==> config.mk <==
export PLATFORM = sky130hd
export DESIGN_NAME = ysyx_22041412_csr_unit_flat
export DESIGN_NICKNAME = d
export VERILOG_FILES = /design/src/rtl/ysyx_22041412_csr_pkg.sv /design/src/rtl/ysyx_22041412_csr_if.sv /design/src/rtl/ysyx_22041412_csr_alu.sv /design/src/rtl/ysyx_22041412_csr_unit.sv /design/src/flat_wrapper.sv
export SDC_FILE = /design/constraint.sdc
export NUM_CORES = 1
export LEC_CHECK = 0
export ABC_CLOCK_PERIOD_IN_PS = 5000
export CORE_MARGIN = 2
export CORE_UTILIZATION = 55
export CTS_CLUSTER_DIAMETER = 120
export CTS_CLUSTER_SIZE = 28
export DETAILED_ROUTE_END_ITERATION = 12
export PLACE_DENSITY = 0.83
export SLEW_MARGIN = 20
export SYNTH_ARGS = -nofsm -noshare
export SYNTH_HDL_FRONTEND = slang
export SYNTH_HIERARCHICAL = 1
export SYNTH_SLANG_ARGS = --single-unit
==> constraint.sdc <==
create_clock -name clk -period 5 [get_ports clk]
set_input_delay 0.5 -clock clk [delete_from_list [all_inputs] [get_ports clk]]
set_output_delay 0.5 -clock clk [all_outputs]
set_load 0.005 [all_outputs]
==> src/rtl/ysyx_22041412_csr_pkg.sv <==
// ysyx_22041412_csr_pkg: CSR addresses, op encodings, bit positions, cause codes and FSM states
package ysyx_22041412_csr_pkg;
  localparam logic [11:0] CSR_MSTATUS  = 12'h300;
  localparam logic [11:0] CSR_MIE      = 12'h304;
  localparam logic [11:0] CSR_MTVEC    = 12'h305;
  localparam logic [11:0] CSR_MSCRATCH = 12'h340;
  localparam logic [11:0] CSR_MEPC     = 12'h341;
  localparam logic [11:0] CSR_MCAUSE   = 12'h342;
  localparam logic [11:0] CSR_MIP      = 12'h344;
  localparam logic [11:0] CSR_MCYCLE   = 12'hB00;
  localparam logic [11:0] CSR_MHARTID  = 12'hF14;
  localparam logic [11:0] SYS_ECALL    = 12'h000;
  localparam logic [11:0] SYS_MRET     = 12'h302;
  localparam logic [2:0] OP_SYS = 3'b000;
  localparam logic [2:0] OP_RW  = 3'b001;
  localparam logic [2:0] OP_RS  = 3'b010;
  localparam logic [2:0] OP_RC  = 3'b011;
  localparam logic [2:0] OP_RWI = 3'b101;
  localparam logic [2:0] OP_RSI = 3'b110;
  localparam logic [2:0] OP_RCI = 3'b111;
  localparam int MS_MIE    = 3;
  localparam int MS_MPIE   = 7;
  localparam int MS_MPP    = 11;
  localparam int MIE_MTIE  = 7;
  localparam logic [63:0] MSTATUS_WMASK = 64'h1888;
  localparam logic [63:0] MIE_WMASK     = 64'h80;
  localparam int CAUSE_ECALL_M = 11;
  localparam int CAUSE_MTI     = 7;
  localparam logic [1:0] ST_IDLE = 2'd0;
  localparam logic [1:0] ST_EXEC = 2'd1;
  localparam logic [1:0] ST_RESP = 2'd2;
  typedef enum logic [1:0] {S_IDLE = ST_IDLE, S_EXEC = ST_EXEC, S_RESP = ST_RESP} state_e;
endpackage

==> src/rtl/ysyx_22041412_csr_if.sv <==
// ysyx_22041412_csr_if: execute-stage to CSR unit request/response handshake
interface ysyx_22041412_csr_if #(parameter int XLEN = 64);
  logic            valid_i;
  logic [2:0]      op_i;
  logic [11:0]     csr_addr_i;
  logic [XLEN-1:0] wdata_i;
  logic            src_zero_i;
  logic [XLEN-1:0] pc_i;
  logic            timer_irq_i;
  logic            ready_o;
  logic [XLEN-1:0] rdata_o;
  logic            redirect_o;
  logic            illegal_o;
  logic            irq_pending_o;
  modport master (
    output valid_i, op_i, csr_addr_i, wdata_i, src_zero_i, pc_i, timer_irq_i,
    input  ready_o, rdata_o, redirect_o, illegal_o, irq_pending_o
  );
  modport slave (
    input  valid_i, op_i, csr_addr_i, wdata_i, src_zero_i, pc_i, timer_irq_i,
    output ready_o, rdata_o, redirect_o, illegal_o, irq_pending_o
  );
endinterface

==> src/rtl/ysyx_22041412_csr_alu.sv <==
// ysyx_22041412_csr_alu: new CSR value from op/old/wdata with per-CSR write mask
module ysyx_22041412_csr_alu
  import ysyx_22041412_csr_pkg::*;
#(
  parameter int XLEN = 64
) (
  input  logic [1:0]      i_op,
  input  logic [11:0]     i_addr,
  input  logic [XLEN-1:0] i_old,
  input  logic [XLEN-1:0] i_wdata,
  output logic [XLEN-1:0] o_new
);
  logic [XLEN-1:0] w_raw, w_mask;
  // op low bits select write/set/clear; masked-off bits keep their old value
  always_comb begin
    w_raw  = i_op == 2'b01 ? i_wdata : i_op == 2'b10 ? i_old | i_wdata : i_old & ~i_wdata;
    w_mask = i_addr == CSR_MSTATUS ? XLEN'(MSTATUS_WMASK) :
             i_addr == CSR_MIE     ? XLEN'(MIE_WMASK) :
             i_addr == CSR_MTVEC   ? ~XLEN'(3) :
             i_addr == CSR_MEPC    ? ~XLEN'(1) : {XLEN{1'b1}};
    o_new  = (w_raw & w_mask) | (i_old & ~w_mask);
  end
endmodule

==> src/rtl/ysyx_22041412_csr_unit.sv <==
// ysyx_22041412_csr_unit: M-mode CSR file with trap sequencing; define YSYX_22041412_CSR_MCYCLE_EN for mcycle at 0xB00
module ysyx_22041412_csr_unit
  import ysyx_22041412_csr_pkg::*;
#(
  parameter int          XLEN        = 64,
  parameter logic [63:0] MSTATUS_RST = 64'ha00001800,
  parameter logic [63:0] HART_ID     = 64'd0
) (
  input logic                clk,
  input logic                rst,
  ysyx_22041412_csr_if.slave bus
);
  state_e          r_state;
  logic [2:0]      r_op;
  logic [11:0]     r_addr;
  logic [XLEN-1:0] r_wdata, r_pc, r_new, r_rdata;
  logic            r_src_zero, r_irq, r_we, r_trap, r_mret;
  logic            r_ready, r_redirect, r_illegal, r_irq_pending;
  logic [XLEN-1:0] r_mstatus, r_mie, r_mtvec, r_mscratch, r_mepc, r_mcause;
  logic [XLEN-1:0] w_old, w_new, w_mip;
  logic            w_known, w_csr_op, w_wr, w_ro, w_ecall, w_mret, w_illegal;
`ifdef YSYX_22041412_CSR_MCYCLE_EN
  logic [XLEN-1:0] r_mcycle;
`endif
  assign w_mip     = XLEN'({bus.timer_irq_i, 7'd0});
  assign w_csr_op  = r_op[1:0] != 2'b00;
  assign w_wr      = r_op[1:0] == 2'b01 || !r_src_zero;
  assign w_ro      = r_addr[11:10] == 2'b11 || r_addr == CSR_MIP;
  assign w_ecall   = r_op == OP_SYS && r_addr == SYS_ECALL;
  assign w_mret    = r_op == OP_SYS && r_addr == SYS_MRET;
  assign w_illegal = !r_irq && (w_csr_op ? !w_known || (w_wr && w_ro) : !(w_ecall || w_mret));
  assign bus.ready_o       = r_ready;
  assign bus.rdata_o       = r_rdata;
  assign bus.redirect_o    = r_redirect;
  assign bus.illegal_o     = r_illegal;
  assign bus.irq_pending_o = r_irq_pending;
  ysyx_22041412_csr_alu #(.XLEN(XLEN)) u_alu (
    .i_op    (r_op[1:0]),
    .i_addr  (r_addr),
    .i_old   (w_old),
    .i_wdata (r_wdata),
    .o_new   (w_new)
  );
  // address decode: old value of the captured CSR and whether it exists
  always_comb begin
    w_known = 1'b1;
    w_old   = '0;
    case (r_addr)
      CSR_MSTATUS:  w_old = r_mstatus;
      CSR_MIE:      w_old = r_mie;
      CSR_MTVEC:    w_old = r_mtvec;
      CSR_MSCRATCH: w_old = r_mscratch;
      CSR_MEPC:     w_old = r_mepc;
      CSR_MCAUSE:   w_old = r_mcause;
      CSR_MIP:      w_old = w_mip;
      CSR_MHARTID:  w_old = XLEN'(HART_ID);
`ifdef YSYX_22041412_CSR_MCYCLE_EN
      CSR_MCYCLE:   w_old = r_mcycle;
`endif
      default:      w_known = 1'b0;
    endcase
  end
  // IDLE -> EXEC -> RESP sequencing; the response is registered at the end of EXEC
  always_ff @(posedge clk or negedge rst) begin
    if (!rst) begin
      r_state       <= S_IDLE;
      r_op          <= '0;
      r_addr        <= '0;
      r_wdata       <= '0;
      r_pc          <= '0;
      r_src_zero    <= 1'b0;
      r_irq         <= 1'b0;
      r_new         <= '0;
      r_we          <= 1'b0;
      r_trap        <= 1'b0;
      r_mret        <= 1'b0;
      r_rdata       <= '0;
      r_ready       <= 1'b0;
      r_redirect    <= 1'b0;
      r_illegal     <= 1'b0;
      r_irq_pending <= 1'b0;
    end else begin
      case (r_state)
        S_IDLE: if (bus.valid_i) begin
          r_state    <= S_EXEC;
          r_op       <= bus.op_i;
          r_addr     <= bus.csr_addr_i;
          r_wdata    <= bus.wdata_i;
          r_pc       <= bus.pc_i;
          r_src_zero <= bus.src_zero_i;
          r_irq      <= r_irq_pending;
        end
        S_EXEC: begin
          r_state    <= S_RESP;
          r_ready    <= 1'b1;
          r_redirect <= r_irq || w_ecall || w_mret;
          r_illegal  <= w_illegal;
          r_rdata    <= r_irq || w_ecall ? r_mtvec : w_illegal ? '0 : w_mret ? r_mepc : w_old;
          r_new      <= w_new;
          r_we       <= !r_irq && w_csr_op && w_wr && !w_illegal;
          r_trap     <= r_irq || w_ecall;
          r_mret     <= !r_irq && w_mret;
        end
        default: begin
          r_state    <= S_IDLE;
          r_ready    <= 1'b0;
          r_redirect <= 1'b0;
          r_illegal  <= 1'b0;
        end
      endcase
      r_irq_pending <= r_mstatus[MS_MIE] & r_mie[MIE_MTIE] & bus.timer_irq_i;
    end
  end
  // CSR state commits on the edge that ends RESP
  always_ff @(posedge clk or negedge rst) begin
    if (!rst) begin
      r_mstatus  <= XLEN'(MSTATUS_RST);
      r_mie      <= '0;
      r_mtvec    <= '0;
      r_mscratch <= '0;
      r_mepc     <= '0;
      r_mcause   <= '0;
    end else if (r_state == S_RESP) begin
      if (r_we) begin
        case (r_addr)
          CSR_MSTATUS:  r_mstatus  <= r_new;
          CSR_MIE:      r_mie      <= r_new;
          CSR_MTVEC:    r_mtvec    <= r_new;
          CSR_MSCRATCH: r_mscratch <= r_new;
          CSR_MEPC:     r_mepc     <= r_new;
          CSR_MCAUSE:   r_mcause   <= r_new;
          default: ;
        endcase
      end
      if (r_trap) begin
        r_mepc                     <= r_pc & ~XLEN'(1);
        r_mcause                   <= r_irq ? {1'b1, (XLEN-1)'(CAUSE_MTI)} : XLEN'(CAUSE_ECALL_M);
        r_mstatus[MS_MPIE]         <= r_mstatus[MS_MIE];
        r_mstatus[MS_MIE]          <= 1'b0;
        r_mstatus[MS_MPP+1:MS_MPP] <= 2'b11;
      end
      if (r_mret) begin
        r_mstatus[MS_MIE]  <= r_mstatus[MS_MPIE];
        r_mstatus[MS_MPIE] <= 1'b1;
      end
    end
  end
`ifdef YSYX_22041412_CSR_MCYCLE_EN
  // free-running cycle counter; a committed write wins over the increment
  always_ff @(posedge clk or negedge rst) begin
    if (!rst) r_mcycle <= '0;
    else r_mcycle <= r_state == S_RESP && r_we && r_addr == CSR_MCYCLE ? r_new : r_mcycle + 1'b1;
  end
`endif
endmodule

==> src/flat_wrapper.sv <==
// flat-port wrapper written by rule: the top's interface ports become plain ports
module ysyx_22041412_csr_unit_flat import ysyx_22041412_csr_pkg::*;
#(
  parameter int          XLEN        = 64,
  parameter logic [63:0] MSTATUS_RST = 64'ha00001800,
  parameter logic [63:0] HART_ID     = 64'd0
)
  (clk, rst, bus_valid_i, bus_op_i, bus_csr_addr_i, bus_wdata_i, bus_src_zero_i, bus_pc_i, bus_timer_irq_i, bus_ready_o, bus_rdata_o, bus_redirect_o, bus_illegal_o, bus_irq_pending_o);
  ysyx_22041412_csr_if #(.XLEN(XLEN)) bus_i ();
  input logic clk;
  input logic rst;
  input wire logic [$bits(bus_i.valid_i)-1:0] bus_valid_i;
  input wire logic [$bits(bus_i.op_i)-1:0] bus_op_i;
  input wire logic [$bits(bus_i.csr_addr_i)-1:0] bus_csr_addr_i;
  input wire logic [$bits(bus_i.wdata_i)-1:0] bus_wdata_i;
  input wire logic [$bits(bus_i.src_zero_i)-1:0] bus_src_zero_i;
  input wire logic [$bits(bus_i.pc_i)-1:0] bus_pc_i;
  input wire logic [$bits(bus_i.timer_irq_i)-1:0] bus_timer_irq_i;
  output wire logic [$bits(bus_i.ready_o)-1:0] bus_ready_o;
  output wire logic [$bits(bus_i.rdata_o)-1:0] bus_rdata_o;
  output wire logic [$bits(bus_i.redirect_o)-1:0] bus_redirect_o;
  output wire logic [$bits(bus_i.illegal_o)-1:0] bus_illegal_o;
  output wire logic [$bits(bus_i.irq_pending_o)-1:0] bus_irq_pending_o;
  assign bus_i.valid_i = bus_valid_i;
  assign bus_i.op_i = bus_op_i;
  assign bus_i.csr_addr_i = bus_csr_addr_i;
  assign bus_i.wdata_i = bus_wdata_i;
  assign bus_i.src_zero_i = bus_src_zero_i;
  assign bus_i.pc_i = bus_pc_i;
  assign bus_i.timer_irq_i = bus_timer_irq_i;
  assign bus_ready_o = bus_i.ready_o;
  assign bus_rdata_o = bus_i.rdata_o;
  assign bus_redirect_o = bus_i.redirect_o;
  assign bus_illegal_o = bus_i.illegal_o;
  assign bus_irq_pending_o = bus_i.irq_pending_o;
  ysyx_22041412_csr_unit #(.XLEN(XLEN), .MSTATUS_RST(MSTATUS_RST), .HART_ID(HART_ID)) u_core (.clk(clk), .rst(rst), .bus(bus_i));
endmodule
# Word level (Yosys, flattened, before mapping)
# Cells that the tools add are included.
[totals]
reg_bits = 666
[classes]
mux = 31
n_bitwise = 9
reduce_logical = 39
eq_ne = 15
[op_table]
columns = ["cell", "n"]
rows = [
  ["64-bit 2-to-1 mux", 14],
  ["64-bit case mux with 7 select lines", 1],
  ["64-bit AND", 3],
  ["64-bit NOT", 2],
  ["64-bit OR", 2],
  ["12-bit by 10-bit equality test with 1-bit output (second input constant)", 8],
  ["13-bit 2-to-1 mux", 2],
  ["3-bit AND reduction", 8],
  ["12-bit equality test (second input constant)", 1],
  ["12-bit zero test", 1],
  ["2-bit nonzero test", 5],
  ["1-bit logical AND", 8],
  ["8-bit OR reduction", 1],
  ["1-bit 2-to-1 mux", 7],
  ["2-bit equality test (second input constant)", 3],
  ["1-bit logical OR", 6],
  ["2-bit 2-to-1 mux", 3],
  ["1-bit case mux with 2 select lines", 3],
  ["3-bit nonzero test", 2],
  ["1-bit zero test", 5],
  ["2-bit by 1-bit equality test with 1-bit output (second input constant)", 2],
  ["2-bit case mux with 2 select lines", 1],
  ["3-bit zero test", 1],
  ["1-bit AND", 2],
  ["other kinds (3)", 3],
]

# Logic depth before layout (Yosys ltp)
# Gate-level depths: netlist of run 1.
[depth]
depth_word = 9
ltp_mapped = 12
depth_no_buf = 9

# By module
# The synthesis of run 1 kept the hierarchy.
[by_module_without_submodules]
columns = ["module", "seq_area_each_um2", "instances", "cells_each", "area_per_inst_um2"]
rows = [
  ["ysyx_22041412_csr_unit", 16646.0, 1, 2615, 30060.1],
  ["ysyx_22041412_csr_alu", 0.0, 1, 433, 2354.8],
]

# Worst setup path after synthesis of run 1
# OpenSTA, ideal clock, no wires.
[synth_path]
path_type = "flip-flop to flip-flop"
start = "reg u_core.r_addr[6]"
end = "reg u_core.r_new[46]"
arrival_ps = 2291
slack_ps = 2644
stages_incl_launch_ff = 12
path_buffers = 3
synth_period_minus_slack_ps = 2356
setup_time_ps = 65
cell_sequence = "dfrtp_1 buf_6 or4_4 buf_6 or3_1 buf_6 o22ai_1 a21o_1 a21oi_1 a21oi_1 nand2_1 nand2_1"
[synth_via]
elab_chain_len = 7
word_cells_on_any_way = 18
[synth_lines]
columns = ["element", "line", "text"]
rows = [
  ["start: declaration", "ysyx_22041412_csr_unit.sv:15", "logic [11:0] r_addr;"],
  ["start signal: assignment", "ysyx_22041412_csr_unit.sv:87", "r_addr <= bus.csr_addr_i;"],
  ["12-bit by 10-bit equality test with 1-bit output", "ysyx_22041412_csr_unit.sv:48", "case (r_addr)"],
  ["64-bit case mux with 7 select lines *", "ysyx_22041412_csr_unit.sv:48", ""],
  ["net u_core.w_old[46]", "ysyx_22041412_csr_unit.sv:20", "logic [XLEN-1:0] w_old, w_new, w_mip;"],
  ["64-bit AND or 64-bit OR (tied branches)", "ysyx_22041412_csr_alu.sv:16", "w_raw = i_op == 2'b01 ? i_wdata : i_op == 2'b10 ? i_old | i_wdata : i_old & ~i_wdata;"],
  ["64-bit 2-to-1 mux (2 in a row)", "ysyx_22041412_csr_alu.sv:16", ""],
  ["64-bit AND", "ysyx_22041412_csr_alu.sv:21", "o_new = (w_raw & w_mask) | (i_old & ~w_mask);"],
  ["64-bit OR *", "ysyx_22041412_csr_alu.sv:21", ""],
  ["net u_core.w_new[46]", "ysyx_22041412_csr_unit.sv:20", ""],
  ["end signal: assignment", "ysyx_22041412_csr_unit.sv:99", "r_new <= w_new;"],
  ["end: declaration", "ysyx_22041412_csr_unit.sv:16", "logic [XLEN-1:0] r_wdata, r_pc, r_new, r_rdata;"],
]
# Mark *: on every way through the listed nets, which the timed path passes. The rest lies on a longest branch.
# A chain may end at the register's enable or synchronous reset.

# Final worst setup path of run 1
[layout_path]
start = "reg u_core.r_addr[1]"
end = "reg u_core.r_mtvec[55]"
[layout_via]
elab_chain_len = 2
[layout_lines]
columns = ["element", "line", "text"]
rows = [
  ["12-bit by 10-bit equality test with 1-bit output", "ysyx_22041412_csr_unit.sv:125", "case (r_addr)"],
  ["3-bit AND reduction (no line)", "--", ""],
  ["end signal: assignment", "ysyx_22041412_csr_unit.sv:128", "CSR_MTVEC: r_mtvec <= r_new;"],
  ["end: declaration", "ysyx_22041412_csr_unit.sv:19", "logic [XLEN-1:0] r_mstatus, r_mie, r_mtvec, r_mscratch, r_mepc, r_mcause;"],
]
# Every way passes these cells.

==> run summary, run 1 <==
final hold vios -> 0
GR Overflow Total -> 0
ANT nets after route -> 0
Core Region -> 58000 um2
global-route wire length before repair -> 153000 um
clk sink count -> 665
Clk Latency, worst-skew pair -> 630 ps
clock-pin slew on the worst setup and hold paths -> 110 ps
share of post-route cells with drive strength above 1 -> 15.1%
Max VDD drop -> 0.000328 V
Gate Count Post-Synth -> 3048
post-CTS setup buffers -> 0
Reg2Reg Launch Point -> u_core/r_addr[1]$_DFFE_PN0P_
routed via count -> 26100
Reg2Reg Depth -> 6
Post-synth EDFFs -> 0
Post-Route Utilization -> 61.8%
Non-Filler Instances -> 3873
all-layer global routing usage -> 32.5%
die width -> 247 um
GPL Wtd Cong -> 0.872
IO buf count -> 214
Clock Tree Root -> clkbuf_16
Final WS setup -> 930 ps
Setup crit end kind -> flip-flop
mean post-synth cell area -> 10.6 um2
pre-CTS WS -> 1250 ps
Hold EP -> u_core/r_addr[1]$_DFFE_PN0P_
Required @ worst endpoint -> 5510 ps
drt total wl -> 100000 um
r2r setup slk -> 930 ps
Final #Nets -> 3236
critical path type -> reg2reg
hold path startpoint -> bus_csr_addr_i[1]
number of global-route vias before repair -> 26500
period utilization -> 81.4%
Die Y -> 247 um
worst hold stages -> 3
dpl cells -> 3821
async set or reset register ratio after synthesis -> 100%
worst-case clock skew -> 23.5 ps
maximum net fanout on the critical path -> 44
largest net degree at the start of global routing -> 131
DP Wirelength -> 58000 um
Leak -> 16.2 nW
Via density -> 6.74
type of origin of the critical path -> flip-flop
area delta synth->final -> 10.7%
top cell type's share of synthesized area -> 51.0%
Synth warnings -> 6
Core Rows -> 88
status -> finished clean
Fmax -> 246 MHz
Fin Hold WS -> 458 ps
Synth Register Bits -> 665
post-route minimum period -> 4070 ps
CP arrival -> 4580 ps
Wirelength per Cell -> 25.8 um
count of pins over their slew limit -> 0
RSZ-0062 raised after global routing -> no
Die Footprint -> 60900 um2
Top FF cell, synth -> dfrtp_1
filler cell count -> 4425
DRT iter0 DRCs -> 3951
CTS tree -> done
I/O pin cnt -> 216
PD cells -> 372 nW/um2
CTS Buffer Depth -> 3
max_slew headroom -> 17.3%
Hold Crit Class -> in2reg
Setup TNS Final -> 0 ps
syn nets -> 3196
antenna violations before repair -> 0
# setup viols final -> 0
synth unique cells -> 76
top cell type by total area after synthesis -> dfrtp_1
ANT cells -> 0
DRC Markers -> 0
Post-Syn Area -> 32400 um2
Worst-Margin Slew -> 1240 ps
Num CTS Buffers -> 27
sequential area share after synthesis -> 51.4%
Max Cap Viol -> 0
TritonRoute pass-1 iters -> 6
post-CTS sizing -> 0
H-tree lvl count -> 1
top area cells in the synthesized netlist -> dfrtp_1, mux2_2, nand2_1
Initial Utilization -> 55.9%
R2R Path End -> u_core/r_mtvec[55]$_DFFE_PN0P_
-- cells in the mapped netlist, types with 18 or more instances --
cell      count
and3_1       42
a22o_1       83
mux2_2      298
nand2b_1    128
nand2_1     488
buf_2        61
mux2_4       30
a221oi_1     28
nor2_1       20
clkbuf_1    159
mux2_1       44
nand3_1      85
o21ai_1      55
a21oi_1     175
mux2i_1     128
nor3_1       18
a21o_1       20
dfrtp_1     661
a22oi_1     116
o22ai_1      69
o21ai_0     148
-- layer usage --
metal / global-route usage [%] / share of wire (%) / vias up
li1: - / - / 11000
met1: 41.9 / 37 / 12900
met2: 51.4 / 46 / 1782
met3: 6.78 / 11 / 416
met4: 18.4 / 6.1 / 0
met5: 0 / 0 / -
-- report_power, final --
part | internal [mW] | switching (mW) | total (mW)
Sequential | 6.20 | 1.34 | 7.54
Combinational | 1.36 | 1.73 | 3.09
Clock | 1.04 | 1.67 | 2.71
Total | 8.60 | 4.74 | 13.3
-- worst max path at each step --
stage	to	startpoint	slack (ps)
5_1_grt	u_core/r_mtvec[55]$_DFFE_PN0P_	u_core/r_addr[1]$_DFFE_PN0P_	1020
3_3_place_gp	u_core/r_mtvec[51]$_DFFE_PN0P_	u_core/r_addr[1]$_DFFE_PN0P_	1340
3_5_place_dp	u_core/r_mtvec[60]$_DFFE_PN0P_	u_core/r_addr[1]$_DFFE_PN0P_	1250
2_1_floorplan	u_core/r_new[46]$_DFFE_PN0P_	u_core/r_addr[6]$_DFFE_PN0P_	2640
4_1_cts	u_core/r_mtvec[60]$_DFFE_PN0P_	u_core/r_addr[1]$_DFFE_PN0P_	1220
6_report	u_core/r_mtvec[55]$_DFFE_PN0P_	u_core/r_addr[1]$_DFFE_PN0P_	930
-- area by class of cell --
type | count | area (um2) | share of cell area, %
repair buffers | 264 | 2630 | 7.34
clock buffers | 48 | 754 | 2.10
inverters | 5 | 21.3 | 0.0593
flip-flops and latches | 665 | 16700 | 46.4
multi-input cells | 2125 | 14800 | 41.4
well taps | 765 | 957 | 2.67
clock inverters | 1 | 8.76 | 0.0244
-- stage by stage --
step / cell area [um2] / power (mW)
finish: 35900 / 13.3
global route: 35900 / 13.9
CTS: 35800 / 13.2
detailed placement: 35100 / 10.6
global placement: 35100 / 10.4
floorplan: 32400 / 9.24
-- kinds of logic (layout without fill, tap and decap cells) --
| kind of cell | Yosys count | count (layout) | synth area share, % |
|---|---|---|---|
| AND/OR/NAND/NOR | 853 | 853 | 12.5 |
| buffers and inverters | 258 | 318 | 3.46 |
| multiplexers | 500 | 500 | 17.2 |
| AO/OA/AOI/OAI | 769 | 769 | 15.3 |
| flip-flops | 665 | 665 | 51.4 |
| XOR/XNOR | 3 | 3 | 0.0811 |
-- cell usage in the layout (no fill, tap or decap), types with 5 or more instances in the layout --
master,n
a21o_1,20
a21oi_1,173
a221oi_1,28
a22o_1,83
a22oi_1,116
a31oi_1,11
and2_1,10
and3_1,42
buf_12,7
buf_4,41
clkbuf_1,21
clkbuf_16,27
clkdlybuf4s50_1,213
dfrtp_1,655
dfrtp_4,5
mux2_1,44
mux2_2,298
mux2_4,30
mux2i_1,128
nand2_1,483
nand2b_1,126
nand3_1,82
nand3b_1,9
nand4_1,9
nor2_1,18
nor3_1,15
o2111a_1,5
o21ai_0,148
o21ai_1,55
o22ai_1,69
o22ai_2,5
o311ai_0,5
o31ai_1,15
-- repair_timing --
item,4_1_cts,5_1_grt
hold endpoints to repair,69,0
hold buffers,1,0
setup endpoints to repair,0,0
-- sequential cells by signal (all words and copies together) (netlist names), 2 cells and up --
| name | cells |
|---|---|
| u_core/r_mstatus | 64 |
| u_core/r_new | 64 |
| u_core/r_state | 2 |
| u_core/r_mcause | 64 |
| u_core/r_wdata | 64 |
| u_core/r_mepc | 64 |
| u_core/r_op | 3 |
| u_core/bus.rdata_o | 64 |
| u_core/r_mscratch | 64 |
| u_core/r_pc | 63 |
| u_core/r_addr | 12 |
| u_core/r_mie | 64 |
| u_core/r_mtvec | 64 |
-- worst max-delay path, stage by stage (launching register included) --
cell and delay [ps]:
dfrtp_4 830, nor3b_4 290, buf_4 500, and4_1 700
nand3_4 650, buf_4 520, mux2_1 390
Power figures use the tool's default switching activity.
==> run 2, diff against run 1 <==
ABC_CLOCK_PERIOD_IN_PS = 4050   (was 5000)
clock period = 4.05 ns   (was 5 ns; I/O delays follow)
==> run 2 against run 1 <==
  * Sequential share of layout area down 0.24 points
  * Wire length up 2.0%
  * Critical path type unchanged
  * Combinational power up 29%
  * Hold slack worse by 91 ps
  * Die area unchanged
  * Global-route usage up 0.51 points
==> run summary, run 2 (synthesized netlist as in run 1, its figures left out) <==
Worst-Margin Slew -> 1160 ps (-82.6 ps)
Worst setup startpoint -> u_core/r_addr[10]$_DFFE_PN0P_
Via density -> 6.77 (+0.44%)
die width -> 247 um (unchanged)
IO buf count -> 214 (unchanged)
clock share of power -> 20.3% (about the same)
most frequent cells in the layout -> dfrtp_1, nand2_1, mux2_2
DRC Markers -> 0 (unchanged)
Setup crit end kind -> flip-flop
clk sink count -> 665 (unchanged)
Final #Nets -> 3251 (+0.46%)
I/O pin cnt -> 216 (unchanged)
drt total wl -> 102000 um (+2.0%)
status -> finished clean
Placed Area -> 35300 um2 (+0.69%)
cts hold-fix bufs -> 1 (unchanged)
# setup viols final -> 0 (unchanged)
Max Cap Viol -> 0 (unchanged)
worst-case clock skew -> 38.1 ps (+14.6 ps)
Initial Utilization -> 55.9% (unchanged)
combinational power share -> 24.1% (+1.0 points)
Clock Tree Root -> clkbuf_16
R2R Path End -> u_core/r_mstatus[30]$_DFFE_PN0P_
clock-pin slew on the worst setup and hold paths -> 110 ps (about the same)
maximum net fanout on the critical path -> 58 (+32%)
final hold vios -> 0 (unchanged)
Reg2Reg Launch Point -> u_core/r_addr[10]$_DFFE_PN0P_
CP arrival -> 4020 ps (-560 ps)
GR Overflow Total -> 0 (unchanged)
DP Wirelength -> 59800 um (+3.1%)
Required @ worst endpoint -> 4600 ps (-910 ps)
CP Capture Point -> u_core/r_mstatus[30]$_DFFE_PN0P_
Leak -> 16.3 nW (+0.63%)
share of post-route cells with drive strength above 1 -> 15.5% (+0.41 points)
PD cells -> 459 nW/um2 (+23%)
cell area after layout -> 36100 um2 (+0.53%)
max_slew headroom -> 22.5% (+5.3 points)
Seq pwr share -> 55.6% (-0.9 points)
ANT cells -> 0 (unchanged)
Psw -> 5.91 mW (+25%)
number of global-route vias before repair -> 26300 (-0.88%)
period utilization -> 85.7% (+4.3 points)
all-layer global routing usage -> 33.1% (+0.51 points)
commonest non-fill, non-tap cell in the layout -> dfrtp_1
Core Region -> 58000 um2 (unchanged)
Die Y -> 247 um (unchanged)
Die Footprint -> 60900 um2 (unchanged)
Num CTS Buffers -> 27 (unchanged)
Clk Latency, worst-skew pair -> 640 ps (about the same)
r2r setup slk -> 580 ps (-350 ps)
total power -> 16.6 mW (+24%)
DRT iter0 DRCs -> 3537 (-10%)
largest net degree at the start of global routing -> 112 (-15%)
Fin Hold WS -> 366 ps (-91.4 ps)
global-route wire length before repair -> 154000 um (+1.1%)
routed via count -> 26300 (+0.81%)
post-CTS sizing -> 0 (unchanged)
Fmax -> 288 MHz (+17%)
type of origin of the critical path -> flip-flop
switching share of power -> 35.7% (+0.13 points)
ANT nets after route -> 0 (unchanged)
internal power -> 10.6 mW (+24%)
CTS tree -> done
RSZ-0062 raised after global routing -> no
Hold Crit Class -> in2reg
post-route minimum period -> 3470 ps (-598 ps)
Wirelength per Cell -> 26.3 um (+1.6%)
Core Rows -> 88 (unchanged)
area delta synth->final -> 11.3%
count of pins over their slew limit -> 0 (unchanged)
Reg2Reg Depth -> 7 (+1)
Max VDD drop -> 0.000360 V (+9.7%)
critical path type -> reg2reg
GPL Wtd Cong -> 0.897 (+2.9%)
CTS Buffer Depth -> 3 (unchanged)
TritonRoute pass-1 iters -> 8 (+2)
post-CTS setup buffers -> 0 (unchanged)
antenna violations before repair -> 3 (+3)
H-tree lvl count -> 1 (unchanged)
Setup TNS Final -> 0 ps (unchanged)
==> run 2: cell types whose count changed in the layout (fill, tap and decap cells not counted) <==
cell      before  now
buf_16         1    0
buf_4         41   49
clkbuf_1      21   20
buf_12         7   15
==> run 2: metal layers <==
metal	up-vias	global-route usage, %	wire, um
met2	1878	51.4	46000
li1	11100	-	-
met1	13000	43.3	38400
met3	406	7.00	11500
met4	4	18.4	6100
met5	-	0	27
==> run 2: worst max-delay path, stage by stage (launching register included) <==
cell	delay, ps
dfrtp_1	460
and4bb_4	410
buf_4	610
nand2_1	560
nor3_2	320
buf_4	680
nand2_1	180
nand2_1	120
==> run 2: metrics by stage <==
stage | cells | utilization [%] | setup WS, ps
after floorplan | 3048 | - | 1690
after global placement | 3838 | 60.8 | 891
after detailed placement | 3838 | 60.8 | 819
after CTS | 3887 | 62.2 | 766
after global routing | 3887 | 62.2 | 551
final | 3887 | 62.2 | 578
==> run 2: power by group through the flow <==
| stage | Clock [mW] | Sequential, mW | Combinational, mW |
|---|---|---|---|
| 6_report | 3.37 | 9.20 | 3.99 |
| 5_1_grt | 3.61 | 9.33 | 4.31 |
| 4_1_cts | 3.38 | 9.12 | 3.90 |
| 3_5_place_dp | 0 | 9.25 | 3.88 |
| 3_3_place_gp | 0 | 9.14 | 3.70 |
| 2_1_floorplan | 0 | 8.57 | 2.84 |
==> run 2: how the worst min path moves through the flow <==
stage | startpoint | to | slack, ps | cells past startpoint
after floorplan | rst | u_core/bus.illegal_o$_DFFE_PN0P_ | 110 | 0
after global placement | u_core/r_mstatus[13]$_DFFE_PN0P_ | u_core/r_mstatus[13]$_DFFE_PN0P_ | 460 | 2
after detailed placement | u_core/r_mstatus[35]$_DFFE_PN1P_ | u_core/r_mstatus[35]$_DFFE_PN1P_ | 460 | 2
after CTS | bus_op_i[0] | u_core/r_op[0]$_DFFE_PN0P_ | 370 | 3
after global routing | bus_op_i[0] | u_core/r_op[0]$_DFFE_PN0P_ | 380 | 3
final | bus_op_i[0] | u_core/r_op[0]$_DFFE_PN0P_ | 370 | 3
==> run 2: final cells by class <==
class                           count  area, um2
Clock buffer                       47        751
Fill cell                        4429      22000
Clock inverter                      1       8.76
Multi-Input combinational cell   2125      14800
Sequential cell                   665      16700
Tap cell                          765        957
Inverter                            5       21.3
Timing Repair Buffer              279       2830
